[config.mk]
export PLATFORM = sky130hd
export DESIGN_NAME = muldiv_sequencer
export DESIGN_NICKNAME = d
export VERILOG_FILES = /design/src/rtl/muldiv_sequencer.sv
export SDC_FILE = /design/constraint.sdc
export NUM_CORES = 1
export LEC_CHECK = 0
export BUFFER_PORTS_ARGS = -buffer_cell sky130_fd_sc_hd__buf_2
export CORE_UTILIZATION = 45
export CTS_CLUSTER_SIZE = 8
export DETAILED_ROUTE_END_ITERATION = 16
export GPL_ROUTABILITY_DRIVEN = 0
export SYNTH_ARGS = -nofsm -noshare
export SYNTH_HDL_FRONTEND = slang
export SYNTH_SLANG_ARGS = --single-unit
[constraint.sdc]
create_clock -name clk -period 3.8 [get_ports clk]
set_input_delay 0 -clock clk [delete_from_list [all_inputs] [get_ports clk]]
set_output_delay 0 -clock clk [all_outputs]
set_load 0.02 [all_outputs]
[src/rtl/muldiv_sequencer.sv]
// rtl/muldiv_sequencer.sv - multi-cycle unsigned shift-add multiply / restoring divide
//
// Ports:
//   clk, reset          single clock, synchronous active-high reset
//   start, op, a, b     request; op 00=MUL 01=MULHU 10=DIVU 11=REMU
//   flush               cancel current or requested operation
//   busy                high while iterating
//   stall               pipeline hold, busy | (start & ~busy)
//   done                one-cycle pulse, result valid
//   result              last completed result, held until next completion
//   div_by_zero         valid with done, DIVU/REMU had b == 0
module muldiv_sequencer #(
  parameter int WIDTH = 16
) (
  input  logic             clk,
  input  logic             reset,
  input  logic             start,
  input  logic [1:0]       op,
  input  logic [WIDTH-1:0] a,
  input  logic [WIDTH-1:0] b,
  input  logic             flush,
  output logic             busy,
  output logic             stall,
  output logic             done,
  output logic [WIDTH-1:0] result,
  output logic             div_by_zero
);

  localparam int CW = (WIDTH > 1) ? $clog2(WIDTH) : 1;

  typedef enum logic [1:0] {
    S_IDLE,
    S_RUN,
    S_DONE
  } state_t;

  state_t             state;
  logic [1:0]         op_q;
  logic [WIDTH-1:0]   a_q;
  logic [WIDTH-1:0]   b_q;
  logic [2*WIDTH-1:0] prod_q;   // {partial sum, remaining multiplier bits}
  logic [WIDTH-1:0]   rem_q;    // partial remainder, always < divisor
  logic [WIDTH-1:0]   quo_q;    // dividend bits shift out MSB first, quotient bits shift in
  logic [CW-1:0]      cnt_q;

  logic [WIDTH:0]     mul_sum;
  logic [2*WIDTH-1:0] prod_nx;
  logic [WIDTH:0]     rem_shift;
  logic [WIDTH:0]     rem_sub;
  logic               rem_ge;
  logic               rem_unused;
  logic [WIDTH-1:0]   rem_nx;
  logic [WIDTH-1:0]   quo_nx;
  logic [WIDTH-1:0]   fin_result;
  logic               zero_div;

  assign stall    = busy | (start & ~busy);
  assign zero_div = op[1] & (b == '0);

  always_comb begin
    // Multiply: add multiplicand into the upper half when the current
    // multiplier bit is set, then shift the whole product right.
    mul_sum = {1'b0, prod_q[2*WIDTH-1:WIDTH]} + (prod_q[0] ? {1'b0, a_q} : '0);
    prod_nx = {mul_sum, prod_q[WIDTH-1:1]};

    // Restoring divide: the shifted remainder needs one extra bit because it
    // can reach 2*divisor-1 before the trial subtraction.
    rem_shift = {rem_q, quo_q[WIDTH-1]};
    rem_sub   = rem_shift - {1'b0, b_q};
    rem_ge    = (rem_shift >= {1'b0, b_q});
    {rem_unused, rem_nx} = rem_ge ? rem_sub : rem_shift;
    quo_nx    = {quo_q[WIDTH-2:0], rem_ge};

    fin_result = '0;
    case (op_q)
      2'b00:   fin_result = prod_nx[WIDTH-1:0];
      2'b01:   fin_result = prod_nx[2*WIDTH-1:WIDTH];
      2'b10:   fin_result = quo_nx;
      default: fin_result = rem_nx;
    endcase
  end

  always_ff @(posedge clk) begin
    if (reset) begin
      state       <= S_IDLE;
      op_q        <= '0;
      a_q         <= '0;
      b_q         <= '0;
      prod_q      <= '0;
      rem_q       <= '0;
      quo_q       <= '0;
      cnt_q       <= '0;
      busy        <= 1'b0;
      done        <= 1'b0;
      result      <= '0;
      div_by_zero <= 1'b0;
    end else if (flush) begin
      // Cancelled work never reports; result/div_by_zero keep old values.
      state <= S_IDLE;
      busy  <= 1'b0;
      done  <= 1'b0;
    end else begin
      case (state)
        S_RUN: begin
          prod_q <= prod_nx;
          rem_q  <= rem_nx;
          quo_q  <= quo_nx;
          cnt_q  <= cnt_q + 1'b1;
          if (cnt_q == CW'(WIDTH - 1)) begin
            state       <= S_DONE;
            busy        <= 1'b0;
            done        <= 1'b1;
            result      <= fin_result;
            div_by_zero <= 1'b0;
          end
        end
        default: begin
          // IDLE and DONE both accept, which gives back-to-back issue.
          done <= 1'b0;
          if (start) begin
            op_q   <= op;
            a_q    <= a;
            b_q    <= b;
            cnt_q  <= '0;
            prod_q <= {{WIDTH{1'b0}}, b};
            rem_q  <= '0;
            quo_q  <= a;
            if (zero_div) begin
              // Bypass iteration: DIVU gives all ones, REMU gives the dividend.
              state       <= S_DONE;
              done        <= 1'b1;
              result      <= op[0] ? a : '1;
              div_by_zero <= 1'b1;
            end else begin
              state <= S_RUN;
              busy  <= 1'b1;
            end
          end else begin
            state <= S_IDLE;
          end
        end
      endcase
    end
  end

endmodule

## Word-level counts from Yosys, hierarchy flattened

Cells that the tools add are included.

- Bits in registers: 123
- Bits of input ports: 38
- Output and inout port bits: 20
- Logic and storage cells: 68

- Add/subtract/negate cells: 3
- Order comparisons: 1
- Equality and inequality tests: 6
- Mux-type cells: 31
- Bitwise logic cells: 6
- Reduce and logical (&&, ||, !) cells: 9

Operators by type and width:

| cell | number |
|---|---|
| $mux 16 | 11 |
| $mux 32 | 2 |
| $pmux 16 s3 | 1 |
| $add 16x16->17 | 1 |
| $ge 17x16->1 | 1 |
| $logic_not 16->1 | 1 |
| $sub 16x16->16 | 1 |
| $mux 1 | 11 |
| $mux 2 | 4 |
| $mux 4 | 2 |
| $reduce_and 3->1 | 2 |
| $add 4x1->4 const B | 1 |
| $eq 2x1->1 const B | 2 |
| $eq 4x4->1 const B | 1 |
| $reduce_and 4->1 | 1 |
| $reduce_bool 2->1 | 2 |
| $not 1->1 | 3 |
| $and 1x1->1 | 2 |
| $eq 2x2->1 const B | 1 |
| $logic_not 2->1 | 1 |
| $ne 2x1->1 const B | 1 |
| $ne 2x2->1 const B | 1 |
| $reduce_and 2->1 | 1 |
| $reduce_or 2->1 | 1 |
| $or 1x1->1 | 1 |

## Longest topological paths before layout

- Depth after elaboration: 5
- Mapped depth: 13

## Least setup slack after synthesis

Ideal clock, no wire load.

- Path kind: register -> register
- From: reg prod_q[0]
- To: reg result[9]
- Library setup time: 120 ps
- Data arrival time: 2782 ps
- Required time: 3680 ps
- Setup slack: 899 ps
- Stages on the path, launching flop included: 14
- Path buffers: 1
- Clock period less this slack: 2901 ps
- Path through: dfxtp_1 -> clkbuf_1 -> and2_1 -> ha_1 -> inv_1 -> fa_1 -> nor2b_1 -> o31a_1 -> or4_1 -> a31oi_1 -> o21ai_1 -> xor2_1 -> mux2_2 -> a211o_1

- Word-level cells in the longest chain between the ends: 5

Ends and longest elaborated chain:

| what | line | source |
|---|---|---|
| start, declared | 41 | `logic [2*WIDTH-1:0] prod_q;` |
| start signal, assigned | 105 | `prod_q <= prod_nx;` |
| start signal, assigned | 125 | `prod_q <= {{WIDTH{1'b0}}, b};` |
| $mux 16 | 63 | `mul_sum = {1'b0, prod_q[2*WIDTH-1:WIDTH]} + (prod_q[0] ? {1'b0, a_q} : '0);` |
| $add 16x16->17 | 63 |  |
| $pmux 16 s3 | 75 | `case (op_q)` |
| $mux 16 | 109 | `if (cnt_q == CW'(WIDTH - 1)) begin` |
| $mux 16 | 103 | `case (state)` |
| end signal, assigned | 113 | `result <= fin_result;` |
| end signal, assigned | 132 | `result <= op[0] ? a : '1;` |
| end, declared | 25 | `output logic [WIDTH-1:0] result,` |

Every way passes these cells. The select of a mux whose other input is x is not followed.
A chain may end at the register's enable or synchronous reset.

## Final worst setup path

- From: reg prod_q[0]
- To: reg result[13]

The elaborated chain is that of the path after synthesis.

==> metrics.txt <==
Leakage 3.37 nW; CP delay by family, top compound AO/OA/AOI/OAI gates; Setup crit end kind flop; final WL 22,500 um; I/O Buffers 57; Worst-Margin Slew 0.945 ns; Fmax 0.306 GHz; Tmin final 3.27 ns; reg-to-reg slack, setup 0.53 ns; I/O pins 58; status finished, final reports clean; M3 GR Usage 0.0688; Crit. Startpoint prod_q[0]; Synth area leader dfxtp_1; cell count after synthesis 896; Synth Area per Inst 7.73 um2; slowest CP cell dfxtp_1; clk sinks 122; ANT cells 0; pins over their slew limit 0; Async SR Flop Fraction 0; Placed Area 7320 um2; Fill cells 1,356; ys flop type dfxtp_1; core area 14,800 um2; Post-synth EDFFs 0; worst-skew pair later-pin latency 0.42 ns; die height 126 um; P&R area growth vs syn 19.7%; cell area power density 452 nW/um2; initial core utilization 0.470; Vias/cell 5.98; Worst R2R Start prod_q[0]; post-synthesis sequential area ratio 0.352; post-route setup TNS 0 ns; synthesized area 6930 um2; RSZ-0062 raised after global routing no; layout net count 1,034; routed len/inst 19.5 um; 1st-pass router iterations 5; Post-Synth XOR/XNOR Area 0.0303; WP data required 4.17 ns; Synth Area in Simple Gates 0.222; Final ANT Viol Nets 0; H-tree levels 4; Die Area 15,900 um2; CP Class reg -> reg; antenna violations before repair 0; Final Skew 0.00691 ns; share of layout cells above drive strength 1 0.124; std cell rows 44; post-synthesis compound-gate area fraction 0.244; Cell Chain, Critical Path and2_1, ha_1, nor2b_1, o31a_1, or4_1, a41o_1, a2111oi_0, a211oi_1, mux2i_1, a31o_1; Root Driver clkbuf_16; mux cell area share after synthesis 0.0386; combinational family with the most area after synthesis compound AO/OA/AOI/OAI gates; R2R Path End result[13]; Post-DP HPWL 15,900 um; post-synth cell types 70; WP depth 10; Synth Area in Adders 0.0654; critical path buffer and inverter count 0; post-CTS repair timing setup buffer count 0; Final period util 0.861; CTS clk-pin slew, worst paths 0.05 ns; largest net degree at the start of global routing 63; met2 GRT Util 0.464; Max IR drop VDD 338 uV; Worst EP arrival 3.64 ns; DR iter-0 viols 621; total CTS buffers 17; Setup crit end result[13]; # setup viols final 0; relative slew slack 0.369; Crit Path Max Fanout 17; Synth area leaders dfxtp_1, nand2_1, ha_1; worst min path class in -> reg; Bufs on Longest Clock Path 2; die width 126 um; top-area cell type share of the netlist area 0.352; Total Routing Usage GR 0.291; yosys warns 0; grt met1 use 0.380; first-pass GRT wire length 35,500 um; Syn Nets 969; cell area after layout 8300 um2; Max stage delay on crit path 0.65 ns; max-cap violations 0; R2R depth 10; via count 6,926; flops & latches, synth 122; final hold violations 0; CP Launch Type flop; Remaining DRCs 0; Top Usage Layer GRT met2; vias in the first global route 6,618; total global routing overflow 0; # resized after CTS 0; CTS tree yes
[tightest hold or removal path, delay by kind of cell]
| family | cells | cell delay [ns] |
|---|---|---|
| and+or+nand+nor | 2 | 0.22 |
| AOI/OAI and AO/OA | 1 | 0.06 |
| buffers and inverters | 1 | 0.11 |
[power breakdown]
part	internal (mW)	switching, mW	total [mW]
logic	0.267	0.402	0.668
clock network	1.13	0.575	1.71
registers	1.33	0.0462	1.38
[worst min path at each step]
| stage | endpoint | from | cells past startpoint |
|---|---|---|---|
| floorplan | a_q[0] | a[0] | 2 |
| global placement | op_q[1] | op[1] | 3 |
| detailed placement | op_q[1] | op[1] | 3 |
| CTS | state[0] | start | 4 |
| global route | busy | start | 4 |
| finish | busy | start | 4 |
[metal layers]
metal,share of wire,vias to the layer above,wire (um)
met5,0,-,0
met1,0.45,3271,10000
met4,0.028,0,623
li1,-,3297,-
met2,0.45,314,10100
met3,0.077,44,1730
[cell usage after synthesis, types with 15 or more instances]
master	instances
nand2_1	176
dfxtp_1	122
nor2_1	103
a21oi_1	71
clkbuf_1	47
ha_1	33
a311oi_1	32
o21ai_0	32
inv_1	26
and2_1	18
nor3_1	16
a22oi_1	15
[flip-flops by register name, indices dropped and copies added (netlist names)]
| register | count |
|---|---|
| rem_q | 16 |
| state | 1 |
| busy | 1 |
| div_by_zero | 1 |
| result | 16 |
| done | 1 |
| prod_q | 32 |
| a_q | 16 |
| op_q | 2 |
| quo_q | 16 |
| cnt_q | 4 |
| b_q | 16 |
[kinds of logic (layout without fill, tap and decap cells)]
family | after synthesis | count (layout)
xor gates and xnor gates | 24 | 24
DFF | 122 | 122
AOI/OAI and AO/OA | 250 | 250
buffers and inverters | 85 | 163
adders and majority gates | 35 | 35
muxes | 24 | 24
and+or+nand+nor | 356 | 356
[timing repair]
| action | CTS | global route |
|---|---|---|
| hold endpoints to repair | 70 | 0 |
| hold buffers | 35 | 0 |
| endpoints found under the setup margin | 0 | 0 |
[placed cells by master, fill, tap and decap left out, types with 16 or more instances in the layout]
| cell | Yosys | routed |
|---|---|---|
| dlygate4sd3_1 | 0 | 35 |
| inv_1 | 26 | 26 |
| nor3_1 | 16 | 16 |
| a311oi_1 | 32 | 32 |
| and2_1 | 18 | 18 |
| buf_2 | 1 | 56 |
| a21oi_1 | 71 | 71 |
| nor2_1 | 103 | 101 |
| o21ai_0 | 32 | 32 |
| ha_1 | 33 | 33 |
| dfxtp_1 | 122 | 122 |
| clkbuf_16 | 0 | 17 |
| nand2_1 | 176 | 176 |
[area by class of cell]
cell class	count	area, um2	share of cell area
multi-input cells	689	4170	0.502
clock inverters	6	108	0.0130
inverters	27	101	0.0122
repair buffers	104	728	0.0878
well taps	184	230	0.0277
clock buffers	26	519	0.0626
flip-flops and latches	122	2440	0.294
[stage by stage]
| step | total power, mW | worst slack (ns) | utilization | cells | hold WS (ns) |
|---|---|---|---|---|---|
| 2_1_floorplan | 1.86 | 0.899 | - | 896 | 0.136 |
| 3_3_place_gp | 2.02 | 0.648 | 0.496 | 1091 | 0.253 |
| 3_5_place_dp | 2.03 | 0.564 | 0.496 | 1091 | 0.263 |
| 4_1_cts | 3.77 | 0.546 | 0.562 | 1158 | 0.0118 |
| 5_1_grt | 3.90 | 0.390 | 0.562 | 1158 | 0.0568 |
| 6_report | 3.75 | 0.528 | 0.562 | 1158 | 0.0231 |
Note: power is estimated with default switching activity, not from simulation.
